$ cat src/rtl/caliptra_apb_req_driver_pkg.sv
`default_nettype none
// =============================================================================
// Package     : caliptra_apb_drv_pkg
// Description : Shared types and constants for the Caliptra APB request driver:
//               FSM state encoding, buffered request record, fixed pprot value.
// Revision    : 1.0 - initial release
// =============================================================================
package caliptra_apb_drv_pkg;

  // Field widths of the buffered request record; the driver's ADDR_W/DATA_W/
  // USER_W parameters default to these and must stay equal to them.
  localparam int APB_DRV_ADDR_W = 32;
  localparam int APB_DRV_DATA_W = 32;
  localparam int APB_DRV_USER_W = 32;

  // Requests are always issued as normal, secure, data accesses.
  localparam logic [2:0] APB_DRV_PPROT = 3'b000;

  typedef enum logic [1:0] {
    IDLE   = 2'd0,
    SETUP  = 2'd1,
    ACCESS = 2'd2,
    RESP   = 2'd3
  } apb_drv_state_e;

  typedef struct packed {
    logic                      write;
    logic [APB_DRV_ADDR_W-1:0] addr;
    logic [APB_DRV_DATA_W-1:0] wdata;
    logic [APB_DRV_USER_W-1:0] user;
  } apb_drv_req_t;

endpackage
`default_nettype wire

$ cat src/rtl/caliptra_apb_req_driver_if.sv
`default_nettype none
// =============================================================================
// Interface   : caliptra_apb_req_driver_if
// Description : APB bus between the request driver (master) and the Caliptra
//               SoC-side APB completer (slave).
// Revision    : 1.0 - initial release
// =============================================================================
interface caliptra_apb_req_driver_if #(
  parameter int ADDR_W = 32,
  parameter int DATA_W = 32,
  parameter int USER_W = 32
);
  logic [ADDR_W-1:0] paddr;
  logic              psel;
  logic              penable;
  logic              pwrite;
  logic [DATA_W-1:0] pwdata;
  logic [USER_W-1:0] pauser;
  logic [2:0]        pprot;
  logic              pready;
  logic              pslverr;
  logic [DATA_W-1:0] prdata;

  modport master (
    output paddr, psel, penable, pwrite, pwdata, pauser, pprot,
    input  pready, pslverr, prdata
  );

  modport slave (
    input  paddr, psel, penable, pwrite, pwdata, pauser, pprot,
    output pready, pslverr, prdata
  );
endinterface
`default_nettype wire

$ cat src/rtl/caliptra_apb_req_driver_fifo.sv
`default_nettype none
// =============================================================================
// Module      : caliptra_apb_req_fifo
// Description : Synchronous request FIFO. Pointers carry one extra MSB so that
//               equal indices distinguish full (MSBs differ) from empty.
// Revision    : 1.0 - initial release
// =============================================================================
module caliptra_apb_req_fifo
  import caliptra_apb_drv_pkg::*;
#(
  parameter int DEPTH = 4
) (
  input  wire logic         core_clk,
  input  wire logic         rst,
  input  wire logic         push,
  input  wire apb_drv_req_t push_data,
  input  wire logic         pop,
  output apb_drv_req_t      pop_data,
  output logic              full,
  output logic              empty
);
  localparam int PTR_W = $clog2(DEPTH);
  localparam logic [PTR_W:0] C_PTR_ONE = {{PTR_W{1'b0}}, 1'b1};

  logic [PTR_W:0] r_wr_ptr;
  logic [PTR_W:0] r_rd_ptr;
  apb_drv_req_t   r_mem [DEPTH];
  logic           w_push;
  logic           w_pop;

  // A push while full and a pop while empty are both ignored.
  assign w_push = push && !full;
  assign w_pop  = pop && !empty;

  assign empty    = (r_wr_ptr == r_rd_ptr);
  assign full     = (r_wr_ptr[PTR_W] != r_rd_ptr[PTR_W]) &&
                    (r_wr_ptr[PTR_W-1:0] == r_rd_ptr[PTR_W-1:0]);
  assign pop_data = r_mem[r_rd_ptr[PTR_W-1:0]];

  // Pointer advance; reset flushes all entries.
  always_ff @(posedge core_clk) begin
    if (rst) begin
      r_wr_ptr <= '0;
      r_rd_ptr <= '0;
    end else begin
      if (w_push) r_wr_ptr <= r_wr_ptr + C_PTR_ONE;
      if (w_pop)  r_rd_ptr <= r_rd_ptr + C_PTR_ONE;
    end
  end

  // Storage write; contents need no reset since empty gates every read.
  always_ff @(posedge core_clk) begin
    if (w_push) r_mem[r_wr_ptr[PTR_W-1:0]] <= push_data;
  end
endmodule
`default_nettype wire

$ cat src/rtl/caliptra_apb_req_driver.sv
`default_nettype none
// =============================================================================
// Module      : caliptra_apb_req_driver
// Description : Buffers valid/ready requests, runs each one through APB
//               SETUP/ACCESS with a pready timeout, and returns read data and
//               error status on a valid/ready response channel.
// Revision    : 1.0 - initial release
// =============================================================================
module caliptra_apb_req_driver
  import caliptra_apb_drv_pkg::*;
#(
  parameter int ADDR_W     = APB_DRV_ADDR_W,
  parameter int DATA_W     = APB_DRV_DATA_W,
  parameter int USER_W     = APB_DRV_USER_W,
  parameter int FIFO_DEPTH = 4,
  parameter int TIMEOUT    = 256
) (
  input  wire logic              core_clk,
  input  wire logic              rst,
  input  wire logic              req_valid,
  output logic                   req_ready,
  input  wire logic              req_write,
  input  wire logic [ADDR_W-1:0] req_addr,
  input  wire logic [DATA_W-1:0] req_wdata,
  input  wire logic [USER_W-1:0] req_user,
  output logic                   rsp_valid,
  input  wire logic              rsp_ready,
  output logic [DATA_W-1:0]      rsp_rdata,
  output logic                   rsp_err,
  output logic                   rsp_timeout,
  caliptra_apb_req_driver_if.master apb,
  output logic                   busy
);
  localparam int CNT_W = $clog2(TIMEOUT + 1);
  localparam logic [CNT_W-1:0] C_CNT_LAST = CNT_W'(TIMEOUT - 1);
  localparam logic [CNT_W-1:0] C_CNT_SAT  = CNT_W'(TIMEOUT);
  localparam logic [CNT_W-1:0] C_CNT_ONE  = CNT_W'(1);

  apb_drv_state_e     r_state;
  apb_drv_state_e     w_state_nxt;
  apb_drv_req_t       w_fifo_in;
  apb_drv_req_t       w_fifo_out;
  apb_drv_req_t       r_xfer;
  logic               w_full;
  logic               w_empty;
  logic               w_pop;
  logic               w_done;
  logic               w_expire;
  logic               w_in_xfer;
  logic [CNT_W-1:0]   r_wait_cnt;
  logic [DATA_W-1:0]  r_rsp_rdata;
  logic               r_rsp_err;
  logic               r_rsp_timeout;

  assign w_fifo_in.write = req_write;
  assign w_fifo_in.addr  = req_addr;
  assign w_fifo_in.wdata = req_wdata;
  assign w_fifo_in.user  = req_user;

  caliptra_apb_req_fifo #(
    .DEPTH (FIFO_DEPTH)
  ) u_fifo (
    .core_clk  (core_clk),
    .rst       (rst),
    .push      (req_valid),
    .push_data (w_fifo_in),
    .pop       (w_pop),
    .pop_data  (w_fifo_out),
    .full      (w_full),
    .empty     (w_empty)
  );

  // State register.
  always_ff @(posedge core_clk) begin
    if (rst) r_state <= IDLE;
    else     r_state <= w_state_nxt;
  end

  // Next state, FIFO pop and ACCESS completion decode.
  always_comb begin
    w_state_nxt = r_state;
    w_pop       = 1'b0;
    w_done      = 1'b0;
    w_expire    = 1'b0;
    case (r_state)
      IDLE: begin
        if (!w_empty) begin
          w_pop       = 1'b1;
          w_state_nxt = SETUP;
        end
      end
      SETUP: w_state_nxt = ACCESS;
      ACCESS: begin
        // pready wins over an expiring counter on the last allowed cycle.
        if (apb.pready) begin
          w_done      = 1'b1;
          w_state_nxt = RESP;
        end else if (r_wait_cnt == C_CNT_LAST) begin
          w_expire    = 1'b1;
          w_state_nxt = RESP;
        end
      end
      RESP: begin
        if (rsp_ready) begin
          if (!w_empty) begin
            w_pop       = 1'b1;
            w_state_nxt = SETUP;
          end else begin
            w_state_nxt = IDLE;
          end
        end
      end
      default: w_state_nxt = IDLE;
    endcase
  end

  // Transfer register, wait counter and response register.
  always_ff @(posedge core_clk) begin
    if (rst) begin
      r_xfer        <= '0;
      r_wait_cnt    <= '0;
      r_rsp_rdata   <= '0;
      r_rsp_err     <= 1'b0;
      r_rsp_timeout <= 1'b0;
    end else begin
      if (w_pop) r_xfer <= w_fifo_out;

      if (r_state == SETUP) begin
        r_wait_cnt <= '0;
      end else if (r_state == ACCESS && !apb.pready && r_wait_cnt != C_CNT_SAT) begin
        r_wait_cnt <= r_wait_cnt + C_CNT_ONE;
      end

      if (w_done) begin
        r_rsp_rdata   <= (!r_xfer.write && !apb.pslverr) ? apb.prdata : '0;
        r_rsp_err     <= apb.pslverr;
        r_rsp_timeout <= 1'b0;
      end else if (w_expire) begin
        r_rsp_rdata   <= '0;
        r_rsp_err     <= 1'b1;
        r_rsp_timeout <= 1'b1;
      end else if (r_state == RESP && rsp_ready) begin
        r_rsp_rdata   <= '0;
        r_rsp_err     <= 1'b0;
        r_rsp_timeout <= 1'b0;
      end
    end
  end

  // Request fields are only visible on the bus while a transfer is active.
  assign w_in_xfer   = (r_state == SETUP) || (r_state == ACCESS);
  assign apb.psel    = w_in_xfer;
  assign apb.penable = (r_state == ACCESS);
  assign apb.paddr   = w_in_xfer ? r_xfer.addr  : '0;
  assign apb.pwrite  = w_in_xfer ? r_xfer.write : 1'b0;
  assign apb.pwdata  = w_in_xfer ? r_xfer.wdata : '0;
  assign apb.pauser  = w_in_xfer ? r_xfer.user  : '0;
  assign apb.pprot   = APB_DRV_PPROT;

  assign req_ready   = !w_full;
  assign rsp_valid   = (r_state == RESP);
  assign rsp_rdata   = r_rsp_rdata;
  assign rsp_err     = r_rsp_err;
  assign rsp_timeout = r_rsp_timeout;
  assign busy        = !w_empty || (r_state != IDLE);
endmodule
`default_nettype wire
$ cat src/flat_wrapper.sv
// flat-port wrapper written by rule: the top's interface ports become plain ports
module caliptra_apb_req_driver_flat import caliptra_apb_drv_pkg::*;
#(
  parameter int ADDR_W     = APB_DRV_ADDR_W,
  parameter int DATA_W     = APB_DRV_DATA_W,
  parameter int USER_W     = APB_DRV_USER_W,
  parameter int FIFO_DEPTH = 4,
  parameter int TIMEOUT    = 256
)
  (core_clk, rst, req_valid, req_ready, req_write, req_addr, req_wdata, req_user, rsp_valid, rsp_ready, rsp_rdata, rsp_err, rsp_timeout, busy, apb_paddr, apb_psel, apb_penable, apb_pwrite, apb_pwdata, apb_pauser, apb_pprot, apb_pready, apb_pslverr, apb_prdata);
  caliptra_apb_req_driver_if #(.ADDR_W(ADDR_W), .DATA_W(DATA_W), .USER_W(USER_W)) apb_i ();
  input  wire logic core_clk;
  input  wire logic rst;
  input  wire logic req_valid;
  output logic req_ready;
  input  wire logic req_write;
  input  wire logic [ADDR_W-1:0] req_addr;
  input  wire logic [DATA_W-1:0] req_wdata;
  input  wire logic [USER_W-1:0] req_user;
  output logic rsp_valid;
  input  wire logic rsp_ready;
  output logic [DATA_W-1:0] rsp_rdata;
  output logic rsp_err;
  output logic rsp_timeout;
  output logic busy;
  output wire logic [$bits(apb_i.paddr)-1:0] apb_paddr;
  output wire logic [$bits(apb_i.psel)-1:0] apb_psel;
  output wire logic [$bits(apb_i.penable)-1:0] apb_penable;
  output wire logic [$bits(apb_i.pwrite)-1:0] apb_pwrite;
  output wire logic [$bits(apb_i.pwdata)-1:0] apb_pwdata;
  output wire logic [$bits(apb_i.pauser)-1:0] apb_pauser;
  output wire logic [$bits(apb_i.pprot)-1:0] apb_pprot;
  input wire logic [$bits(apb_i.pready)-1:0] apb_pready;
  input wire logic [$bits(apb_i.pslverr)-1:0] apb_pslverr;
  input wire logic [$bits(apb_i.prdata)-1:0] apb_prdata;
  assign apb_paddr = apb_i.paddr;
  assign apb_psel = apb_i.psel;
  assign apb_penable = apb_i.penable;
  assign apb_pwrite = apb_i.pwrite;
  assign apb_pwdata = apb_i.pwdata;
  assign apb_pauser = apb_i.pauser;
  assign apb_pprot = apb_i.pprot;
  assign apb_i.pready = apb_pready;
  assign apb_i.pslverr = apb_pslverr;
  assign apb_i.prdata = apb_prdata;
  caliptra_apb_req_driver #(.ADDR_W(ADDR_W), .DATA_W(DATA_W), .USER_W(USER_W), .FIFO_DEPTH(FIFO_DEPTH), .TIMEOUT(TIMEOUT)) u_core (.core_clk(core_clk), .rst(rst), .req_valid(req_valid), .req_ready(req_ready), .req_write(req_write), .req_addr(req_addr), .req_wdata(req_wdata), .req_user(req_user), .rsp_valid(rsp_valid), .rsp_ready(rsp_ready), .rsp_rdata(rsp_rdata), .rsp_err(rsp_err), .rsp_timeout(rsp_timeout), .apb(apb_i), .busy(busy));
endmodule
$ cat config.mk
export PLATFORM = sky130hd
export DESIGN_NAME = caliptra_apb_req_driver_flat
export DESIGN_NICKNAME = d
export VERILOG_FILES = /design/src/rtl/caliptra_apb_req_driver_pkg.sv /design/src/rtl/caliptra_apb_req_driver_if.sv /design/src/rtl/caliptra_apb_req_driver_fifo.sv /design/src/rtl/caliptra_apb_req_driver.sv /design/src/flat_wrapper.sv
export SDC_FILE = /design/constraint.sdc
export NUM_CORES = 1
export LEC_CHECK = 0
export BUFFER_PORTS_ARGS = -buffer_cell sky130_fd_sc_hd__buf_2
export CAP_MARGIN = 5
export CORE_ASPECT_RATIO = 1.25
export CORE_UTILIZATION = 57
export DETAILED_ROUTE_END_ITERATION = 10
export PLACE_DENSITY = 0.82
export SLEW_MARGIN = 25
export SYNTH_ARGS = -nofsm -noshare
export SYNTH_HDL_FRONTEND = slang
export SYNTH_SLANG_ARGS = --single-unit
$ cat constraint.sdc
create_clock -name core_clk -period 12 [get_ports core_clk]
set_clock_uncertainty 0.05 [all_clocks]
set_input_delay 1.8 -clock core_clk [delete_from_list [all_inputs] [get_ports core_clk]]
set_output_delay 1.8 -clock core_clk [all_outputs]
set_load 0.1 [all_outputs]
==> results.sh, run 1 <==
export IMPL_status="finished, final reports clean"
export IMPL_wl_per_cell_um=20.18
export IMPL_timing_final_crit_share_pct=37.64
export IMPL_synth_edf_count=388
export IMPL_synth_area_top_cells="edfxtp_1 58%, dfxtp_1 15%, mux4_2 11%, nand2_1 3.7%, and2_1 3.2%"
export IMPL_finalHoldViolCount=0
export IMPL_post_cts_resized=0
export IMPL_critPathMaxFanout=101
export IMPL_core_area_um2=34610
export IMPL_p_leak_nw=8.382
export IMPL_vias=11490
export IMPL_hpwl_um=23860
export IMPL_slew_violations=0
export IMPL_final_antenna_net_count=0
export IMPL_finalSetupViolCount=0
export IMPL_drt_vias_per_instance=5.594
export IMPL_path_depth=4
export IMPL_yosysTopAreaCellShare_pct=57.90
export IMPL_io_buffer_count=270
export IMPL_path_buf_inv=2
export IMPL_cap_viol_max_count=0
export IMPL_hold_path_class="reg -> reg"
export IMPL_grtUsageMet3_pct=4.933
export IMPL_place_congestion=0.7908
export IMPL_cts_tree="done"
export IMPL_dr_first_iter_drc_count=933
export IMPL_grt_usage_pct=23.23
export IMPL_cp_startpoint="u_core.r_state[0]"
export IMPL_cts_hold_buffers=0
export IMPL_r2r_end="u_core.u_fifo.r_mem[0][35]"
export IMPL_area_growth_pct=16.66
export IMPL_rrSetupSlack_ns=8.57
export IMPL_die_area_um2=36070
export IMPL_slew_limit_headroom_pct=32.68
export IMPL_crit_path_max_incr_delay_ns=0.86
export IMPL_ys_ff_latch=536
export IMPL_clockBufferDepth=3
export IMPL_synthCells=1279
export IMPL_crit_family="adder cells"
export IMPL_grtUsageMet1_pct=29.13
export IMPL_avgSynthCellArea_um2=15.73
export IMPL_async_reset_ff_share_pct=0
export IMPL_max_freq_mhz=221.4
export IMPL_drc=0
export IMPL_yosysUniqueCellTypes=39
export IMPL_firstDrtPassIters=5
export IMPL_reg2reg_depth=4
export IMPL_synth_ff_type="edfxtp_1"
export IMPL_worst_pin_slew_ns=1.010
export IMPL_rsz0062_at_grt="no"
export IMPL_nNetsFinal=1679
export IMPL_crit_path_start_kind="register"
export IMPL_yosysWarnings=0
export IMPL_crit_arrival_ns=2.67
export IMPL_clk_insertion_delay_late_ns=0.56
export IMPL_setup_worst_path_end="apb_pauser[5]"
export IMPL_start_util_pct=58.14
export IMPL_die_width_um=170.1
export IMPL_die_height_um=212.1
export IMPL_drive_above_1_share_pct=29.34
export IMPL_power_mw=5.185
export IMPL_setup_tns_ns=0
export IMPL_r2r_start="u_core.u_fifo.r_rd_ptr[1]"
export IMPL_overflow=0
export IMPL_use_met2_pct=39.78
export IMPL_cp_required_ns=10.15
export IMPL_grt_pass1_wl_um=62910
export IMPL_grt_pass1_vias=11460
export IMPL_drt_total_wl_um=41450
export IMPL_antenna_found_initial=21
export IMPL_grt_max_degree=102
export IMPL_end_kind="output port"
export IMPL_cts_setup_buffers=0
export IMPL_numCtsBuffers=48
export IMPL_ioPinCount=274
export IMPL_path_clk_slew_ns=0.06
export IMPL_slowest_stage="ha_4"
export IMPL_clock_sinks=536
export IMPL_synth_seq_area_share_pct=72.62
export IMPL_cp_cell_sequence="inv_1 -> ha_4 -> and2_1 -> buf_2"
export IMPL_p_per_area_nw_per_um2=220.9
export IMPL_finalCriticalPeriod_ns=4.517
export IMPL_row_count=76
export IMPL_h_tree_depth=2
export IMPL_cts_root_buf="clkbuf_16"
export IMPL_grt_busiest_layer="met2"
export IMPL_irDropWorstVdd_mv=0.1568
export IMPL_syn_cell_area_um2=20120
export IMPL_worstSetupPathType="reg -> out"
export IMPL_synth_top_area_cell="edfxtp_1"
==> cells in the final DEF (no fill, tap or decap), types with 3 or more instances in the layout <==
| cell | netlist | routed |
|---|---|---|
| a21oi_1 | 103 | 103 |
| a22oi_1 | 34 | 34 |
| and2_1 | 103 | 98 |
| and2_4 | 0 | 4 |
| buf_2 | 20 | 269 |
| buf_4 | 9 | 13 |
| bufinv_16 | 0 | 5 |
| clkbuf_1 | 51 | 18 |
| clkbuf_16 | 0 | 50 |
| clkbuf_8 | 0 | 4 |
| clkinv_2 | 0 | 6 |
| conb_1 | 1 | 3 |
| dfxtp_1 | 148 | 146 |
| diode_2 | 0 | 15 |
| edfxtp_1 | 388 | 388 |
| ha_1 | 13 | 12 |
| inv_1 | 11 | 11 |
| mux4_2 | 97 | 97 |
| nand2_1 | 200 | 200 |
| nand3_1 | 4 | 4 |
| nand4_1 | 4 | 4 |
| nor2_1 | 47 | 47 |
| o21ai_0 | 4 | 4 |
| xnor2_1 | 7 | 7 |
| xor2_1 | 8 | 8 |
==> layout make-up <==
cell class,count,area (um^2)
sequential,536,14620
fill,2414,11140
multi-input combinational,652,5140
timing repair buffer,282,1444
clock buffer,74,1386
tap,468,585.6
clock inverter,16,221.5
inverter,11,41.29
antenna,15,37.54
==> state kept, by name, summed over array words and instances, names as in the netlist, 2 cells and up <==
name and cells:
u_core.r_state 2, u_core.r_wait_cnt 9, u_core.r_xfer 97, u_core.rsp_rdata 32, u_core.u_fifo.r_mem 388, u_core.u_fifo.r_rd_ptr 3, u_core.u_fifo.r_wr_ptr 3
==> worst min-delay path: cells and delay by family, from the launching register on <==
family          cells  cell delay (ns)
flops               1             0.30
simple gates        1             0.05
compound gates      1             0.05
==> through the flow <==
stage / util, % / worst slack (ns) / cell area, um^2 / hold WS (ns) / std cells
3_3_place_gp: 63.07 / 7.845 / 21830 / 0.3879 / 1949
5_1_grt: 67.80 / 7.287 / 23470 / 0.4193 / 2050
3_5_place_dp: 63.07 / 7.824 / 21830 / 0.3938 / 1949
2_1_floorplan: - / 7.081 / 20130 / 0.3817 / 1281
6_report: 67.83 / 7.483 / 23480 / 0.3999 / 2054
4_1_cts: 67.72 / 7.419 / 23440 / 0.4023 / 2039
==> synth_stat cells, drive strengths merged (2+ instances only) <==
cell / n
edfxtp: 388
nand2: 200
dfxtp: 148
a21oi: 103
and2: 103
mux4: 97
clkbuf: 51
nor2: 47
a22oi: 34
buf: 31
ha: 13
inv: 11
xor2: 8
xnor2: 7
nand3: 4
nand4: 4
o21ai: 4
a211oi: 2
and3: 2
and4: 2
mux2i: 2
nor2b: 2
nor4b: 2
==> power by group <==
group | total, mW | switching [mW] | internal, mW
Combinational | 1.32 | 0.968 | 0.349
Clock | 1.55 | 0.639 | 0.907
Sequential | 2.32 | 0.127 | 2.20
==> metal layers <==
| layer | vias to the layer above | part of all wire [%] | wire (um) |
|---|---|---|---|
| li1 | 5252 | - | - |
| met1 | 5734 | 39 | 16320 |
| met2 | 407 | 51 | 20970 |
| met3 | 84 | 7.1 | 2954 |
| met4 | 14 | 2.7 | 1117 |
| met5 | - | 0.22 | 92 |
==> worst min-delay path by stage <==
| stage | start | endpoint | slack [ns] | cells after the start |
|---|---|---|---|---|
| detailed placement | u_core.r_xfer[29] | u_core.r_xfer[29] | 0.39 | 2 |
| finish | u_core.r_xfer[5] | u_core.r_xfer[5] | 0.40 | 2 |
| floorplan | u_core.r_xfer[0] | u_core.r_xfer[0] | 0.38 | 2 |
| global route | u_core.r_xfer[30] | u_core.r_xfer[30] | 0.42 | 2 |
| CTS | u_core.r_xfer[29] | u_core.r_xfer[29] | 0.40 | 2 |
| global placement | u_core.r_xfer[61] | u_core.r_xfer[61] | 0.39 | 2 |
==> kinds of logic (layout without fill, tap and decap cells) <==
family	Yosys count	after routing	synth area share, %
xor gates and xnor gates	15	15	0.6528
muxes	99	99	10.96
buffers and inverters	93	383	2.027
adders and majority gates	13	13	0.8083
and+or+nand+nor	370	370	8.449
AOI/OAI and AO/OA	152	152	4.470
DFF	536	536	72.62
other	1	18	0.01863
No activity file was read; power rests on OpenSTA's default activity.
==> run 2, diff against run 1 <==
Settings changed: CORE_UTILIZATION 57 to 52, PLACE_DENSITY 0.82 to 0.79.
Clock period 12 ns to 4.15 ns, I/O delays scaled along.
==> run 2 against run 1 <==
Global-route usage shrank 2.2 points. Worst setup slack worse by 6.7 ns. Clock power grew to 3.0 times the previous value. Wire length down 0.20%. Combinational power rose to 2.9 times the previous value. Register-to-register slack worse by 7.2 ns. Flip-flop and latch count is the same. Hold slack got worse by 0.18 ns. Via count fell by 0.32%. Count of clock-buffer cells in the layout stayed put. Sequential power increased to 2.9 times the previous value. Critical endpoint is now apb_pauser[1]. Largest cell class unchanged. Highest routed layer unchanged.
==> results.sh, run 2 (synthesized netlist as in run 1, its figures left out) <==
export IMPL_status="finished, final reports clean"
export IMPL_end_kind="output port"
export IMPL_rrSetupSlack_ns=1.39
export IMPL_cts_setup_buffers=0
export IMPL_r2r_end="u_core.u_fifo.r_mem[0][79]"
export IMPL_largest_reg_flops=388
export IMPL_numCtsBuffers=50
export IMPL_crit_arrival_ns=2.66
export IMPL_clock_sinks=536
export IMPL_fin_util_pct=62.10
export IMPL_power_mw=15.14
export IMPL_mostFrequentLayoutCell="edfxtp_1"
export IMPL_min_from="req_user[25]"
export IMPL_finalSetupViolCount=0
export IMPL_worst_pin_slew_ns=0.9629
export IMPL_drc=0
export IMPL_hpwl_um=23910
export IMPL_grt_usage_pct=20.99
export IMPL_drt_vias_per_instance=5.504
export IMPL_die_height_um=221.9
export IMPL_h_tree_depth=2
export IMPL_max_freq_mhz=299.8
export IMPL_clk_insertion_delay_late_ns=0.56
export IMPL_fill_cells=2768
export IMPL_path_buf_inv=2
export IMPL_r2r_start="u_core.u_fifo.r_rd_ptr[0]"
export IMPL_slowest_stage="ha_4"
export IMPL_dr_first_iter_drc_count=710
export IMPL_setup_worst_path_end="apb_pauser[1]"
export IMPL_timing_final_crit_share_pct=80.39
export IMPL_ioPinCount=274
export IMPL_crit_path_start_kind="register"
export IMPL_clockBufferDepth=3
export IMPL_cts_tree="done"
export IMPL_reg2reg_depth=4
export IMPL_irDropWorstVdd_mv=0.4318
export IMPL_nNetsFinal=1686
export IMPL_rsz0062_at_grt="no"
export IMPL_final_antenna_net_count=0
export IMPL_firstDrtPassIters=5
export IMPL_place_congestion=0.7694
export IMPL_drt_total_wl_um=41370
export IMPL_slew_violations=0
export IMPL_die_width_um=178.0
export IMPL_die_area_um2=39500
export IMPL_area_growth_pct=17.69
export IMPL_vias=11450
export IMPL_antenna_found_initial=12
export IMPL_overflow=0
export IMPL_setup_tns_ns=0
export IMPL_start_util_pct=52.77
export IMPL_finalCriticalPeriod_ns=3.336
export IMPL_grt_pass1_wl_um=63120
export IMPL_path_depth=4
export IMPL_critPathMaxFanout=101
export IMPL_hold_path_class="in -> reg"
export IMPL_post_cts_resized=0
export IMPL_whs_ns=0.2249
export IMPL_core_area_um2=38140
export IMPL_cap_viol_max_count=0
export IMPL_cp_cell_sequence="inv_1 -> ha_4 -> and2_1 -> buf_2"
export IMPL_io_buffer_count=270
export IMPL_crit_path_max_incr_delay_ns=0.82
export IMPL_drive_above_1_share_pct=29.75
export IMPL_p_per_area_nw_per_um2=639.2
export IMPL_path_clk_slew_ns=0.06
export IMPL_grt_pass1_vias=11680
export IMPL_cts_hold_buffers=0
export IMPL_worstSetupPathType="reg -> out"
export IMPL_cp_required_ns=3.48
export IMPL_final_cell_mix="388 x edfxtp_1, 269 x buf_2, 200 x nand2_1"
export IMPL_cp_startpoint="u_core.r_state[0]"
export IMPL_p_leak_nw=8.462
export IMPL_wl_per_cell_um=19.88
export IMPL_slew_limit_headroom_pct=35.81
export IMPL_row_count=80
export IMPL_grt_max_degree=102
export IMPL_crit_family="adder cells"
export IMPL_finalHoldViolCount=0
export IMPL_cts_root_buf="clkbuf_16"
[run 2: worst min path at each step]
stage | endpoint | slack, ns | cells past startpoint
2_1_floorplan | u_core.r_xfer[0] | 0.38 | 2
3_3_place_gp | u_core.r_xfer[45] | 0.39 | 2
3_5_place_dp | u_core.r_xfer[32] | 0.39 | 2
4_1_cts | u_core.u_fifo.r_mem[3][25] | 0.19 | 1
5_1_grt | u_core.u_fifo.r_mem[0][25] | 0.20 | 1
6_report | u_core.u_fifo.r_mem[3][25] | 0.22 | 1
[run 2: cell type report]
type	count	area (um^2)	area share (%)
tap	492	615.6	2.599
inverter	11	41.29	0.1743
clock buffer	74	1476	6.234
clock inverter	20	206.4	0.8717
multi-input combinational	652	5140	21.70
antenna	9	22.52	0.09509
sequential	536	14620	61.74
timing repair buffer	287	1560	6.588
[run 2: report_power, final]
| group | total (mW) | internal [mW] | switching, mW |
|---|---|---|---|
| Clock | 4.59 | 2.72 | 1.88 |
| Combinational | 3.82 | 1.04 | 2.78 |
| Sequential | 6.73 | 6.35 | 0.381 |
| Total | 15.1 | 10.1 | 5.04 |
[run 2: stage by stage]
step | cell area, um^2 | cells | worst slack [ns]
6_report | 23680 | 2081 | 0.8140
2_1_floorplan | 20130 | 1281 | 0.2991
5_1_grt | 23680 | 2080 | 0.5921
3_3_place_gp | 21970 | 1978 | 1.347
4_1_cts | 23660 | 2072 | 0.7511
3_5_place_dp | 21970 | 1978 | 1.315
[run 2: layer usage]
metal / vias to the layer above / wire length (um) / GRT usage (%)
met2: 378 / 21730 / 36.80
li1: 5259 / - / -
met1: 5738 / 16020 / 25.43
met4: 6 / 983 / 8.161
met5: - / 39 / 0
met3: 73 / 2589 / 3.892
==> run 3, diff against run 2 <==
Settings changed: ABC_AREA from default to 1, CORE_UTILIZATION 52 to 57, PLACE_DENSITY 0.79 to 0.82.
Clock period 4.15 ns to 3.25 ns, I/O delays scaled along.
==> run 3 against run 2 <==
Flip-flop and latch count unchanged. Sequential share of layout area decreased by 1.7 points. First-iteration DRC count is 79% higher. Count of clock-buffer cells in the layout is 8 lower. Wire length grew 19%. Design area grew 2.9%. Combinational power grew 110%. Sequential power rose by 29%. Clock power increased by 32%. Global-route usage increased by 5.0 points. Final cell count rose by 27%. Critical path type unchanged. Largest power group unchanged.
==> results.sh, run 3 <==
export IMPL_ioPinCount=274
export IMPL_die_height_um=215.7
export IMPL_finalHoldViolCount=0
export IMPL_hold_path_class="in -> reg"
export IMPL_synth_most_common_cell="edfxtp_1"
export IMPL_slew_violations=0
export IMPL_grtUsageMet3_pct=4.528
export IMPL_worstSetupPathType="reg -> out"
export IMPL_grt_busiest_layer="met2"
export IMPL_r2r_end="u_core.r_xfer[83]"
export IMPL_post_cts_resized=0
export IMPL_row_count=77
export IMPL_firstDrtPassIters=5
export IMPL_synthCells=1883
export IMPL_p_leak_nw=9.728
export IMPL_irDropWorstVdd_mv=1.101
export IMPL_synth_ff_type="edfxtp_1"
export IMPL_synth_seq_area_share_pct=70.16
export IMPL_drc=0
export IMPL_largest_reg_flops=388
export IMPL_yosysTopAreaCellShare_pct=55.93
export IMPL_reg2reg_depth=8
export IMPL_critPathMaxFanout=30
export IMPL_clock_sinks=536
export IMPL_synth_edf_count=388
export IMPL_path_clk_slew_ns=0.06
export IMPL_grt_pass1_wl_um=76460
export IMPL_grt_pass1_vias=14880
export IMPL_rrSetupSlack_ns=0.60
export IMPL_grt_max_degree=195
export IMPL_io_buffer_count=270
export IMPL_area_growth_pct=16.95
export IMPL_setup_worst_path_end="apb_pauser[11]"
export IMPL_synthTopCellsByCount="388 x edfxtp_1, 356 x nand2_1, 220 x nor2_1, 200 x o21ai_0, 148 x dfxtp_1"
export IMPL_start_util_pct=58.43
export IMPL_grt_usage_pct=26.00
export IMPL_numCtsBuffers=49
export IMPL_die_area_um2=37320
export IMPL_overflow=0
export IMPL_cts_root_buf="clkbuf_16"
export IMPL_antenna_found_initial=14
export IMPL_finalSetupViolCount=0
export IMPL_finalCriticalPeriod_ns=3.092
export IMPL_avgSynthCellArea_um2=11.06
export IMPL_ys_ff_latch=536
export IMPL_slew_limit_headroom_pct=25.59
export IMPL_crit_path_start_kind="register"
export IMPL_min_from="req_addr[22]"
export IMPL_cts_hold_buffers=0
export IMPL_yosysUniqueCellTypes=32
export IMPL_r2r_start="u_core.r_state[0]"
export IMPL_wl_per_cell_um=18.64
export IMPL_power_mw=22.64
export IMPL_yosysWarnings=0
export IMPL_use_met2_pct=46.98
export IMPL_final_cell_mix="388 x edfxtp_1, 355 x nand2_1, 269 x buf_2"
export IMPL_nNetsFinal=2260
export IMPL_async_reset_ff_share_pct=0
export IMPL_cp_required_ns=2.71
export IMPL_die_width_um=173.0
export IMPL_synth_area_top_cells="edfxtp_1 56%, dfxtp_1 14%, nand2_1 6.4%, o21ai_0 4.8%, nor2_1 4.0%"
export IMPL_max_freq_mhz=323.4
export IMPL_place_congestion=0.8552
export IMPL_synth_top_area_cell="edfxtp_1"
export IMPL_clk_insertion_delay_late_ns=0.56
export IMPL_crit_arrival_ns=2.55
export IMPL_dp_cells=2535
export IMPL_cts_setup_buffers=0
export IMPL_timing_final_crit_share_pct=95.15
export IMPL_h_tree_depth=2
export IMPL_cts_tree="done"
export IMPL_cap_viol_max_count=0
export IMPL_stdcell_count=2638
export IMPL_drive_above_1_share_pct=19.46
export IMPL_rsz0062_at_grt="no"
export IMPL_clockBufferDepth=3
export IMPL_cp_startpoint="u_core.r_state[0]"
export IMPL_fill_cells=2530
export IMPL_drt_vias_per_instance=5.612
export IMPL_mostFrequentLayoutCell="edfxtp_1"
export IMPL_dr_first_iter_drc_count=1272
export IMPL_end_kind="output port"
export IMPL_grtUsageMet1_pct=30.77
export IMPL_final_antenna_net_count=0
export IMPL_drt_total_wl_um=49180
export IMPL_worst_pin_slew_ns=1.116
export IMPL_core_area_um2=35650
export IMPL_status="finished, final reports clean"
export IMPL_hpwl_um=28090
export IMPL_syn_cell_area_um2=20830
export IMPL_p_per_area_nw_per_um2=929.4
export IMPL_vias=14800
[run 3: changes by cell type in the layout (fill, tap and decap cells not counted), moves of 10 or more]
cell	change
nand2_4	+12
nand3_1	+33
mux4_2	-97
a21oi_2	+10
and2_1	-98
nor2_1	+167
nand2_1	+155
o22ai_1	+97
inv_1	+109
a22oi_1	-34
a21oi_1	+28
o21ai_0	+196
[run 3: logic make-up (layout without fill, tap and decap cells)]
logic type      after synthesis  in the layout  share of synthesized area [%]
compound gates              442            442                          11.40
fa+ha+maj                    13             13                         0.7809
other cells                   1             14                        0.01800
simple gates                635            635                          12.23
flops                       536            536                          70.16
xor+xnor                      7              7                         0.2943
buf+inv                     249            517                          5.118
[run 3: area by class of cell]
type / instances / area, um^2 / area share, %
Multi-Input combinational cell: 1100 / 5218 / 21.42
Tap cell: 474 / 593.1 / 2.435
Timing Repair Buffer: 299 / 1688 / 6.929
Inverter: 126 / 485.5 / 1.993
Clock inverter: 26 / 345.3 / 1.418
Clock buffer: 66 / 1383 / 5.675
Sequential cell: 536 / 14620 / 60.02
Antenna cell: 11 / 27.53 / 0.1130
[run 3: how the worst min path moves through the flow]
stage	end	slack, ns	cells after the start
2_1_floorplan	u_core.r_xfer[10]	0.39	2
3_3_place_gp	u_core.rsp_rdata[6]	0.40	2
3_5_place_dp	u_core.rsp_rdata[2]	0.40	2
4_1_cts	u_core.u_fifo.r_mem[1][53]	0.06	1
5_1_grt	u_core.u_fifo.r_mem[1][43]	0.07	1
6_report	u_core.u_fifo.r_mem[2][86]	0.08	1
[run 3: worst max-delay path, cell delays in order, from the launching register on]
cell and delay, ns:
dfxtp_1 0.41, inv_1 0.14, ha_4 0.41, buf_4 0.36
nand2_1 0.13, inv_1 0.10, buf_2 0.44
[run 3: where the power goes]
part / internal, mW / switching [mW] / total (mW)
Sequential: 8.14 / 0.557 / 8.70
Clock: 3.64 / 2.41 / 6.05
Combinational: 1.81 / 6.08 / 7.89
[run 3: layer usage]
| layer | vias up | part of all wire [%] |
|---|---|---|
| met5 | - | 0.13 |
| met4 | 10 | 2.6 |
| met3 | 91 | 6.5 |
| met2 | 578 | 52 |
| met1 | 7190 | 39 |
| li1 | 6935 | - |
[run 3: per-stage QoR]
stage                     hold slack, ns  cell area [um^2]  setup TNS (ns)  setup slack (ns)  utilization (%)
final                            0.08447             24360               0            0.1578            68.34
after floorplan                   0.3938             20880         -154.33           -0.4166                -
after CTS                        0.05946             24320               0           0.02032            68.24
after detailed placement          0.3994             22600               0            0.6054            63.39
after global placement            0.3970             22600               0            0.7305            63.39
after global routing             0.06709             24360               0           0.02029            68.33
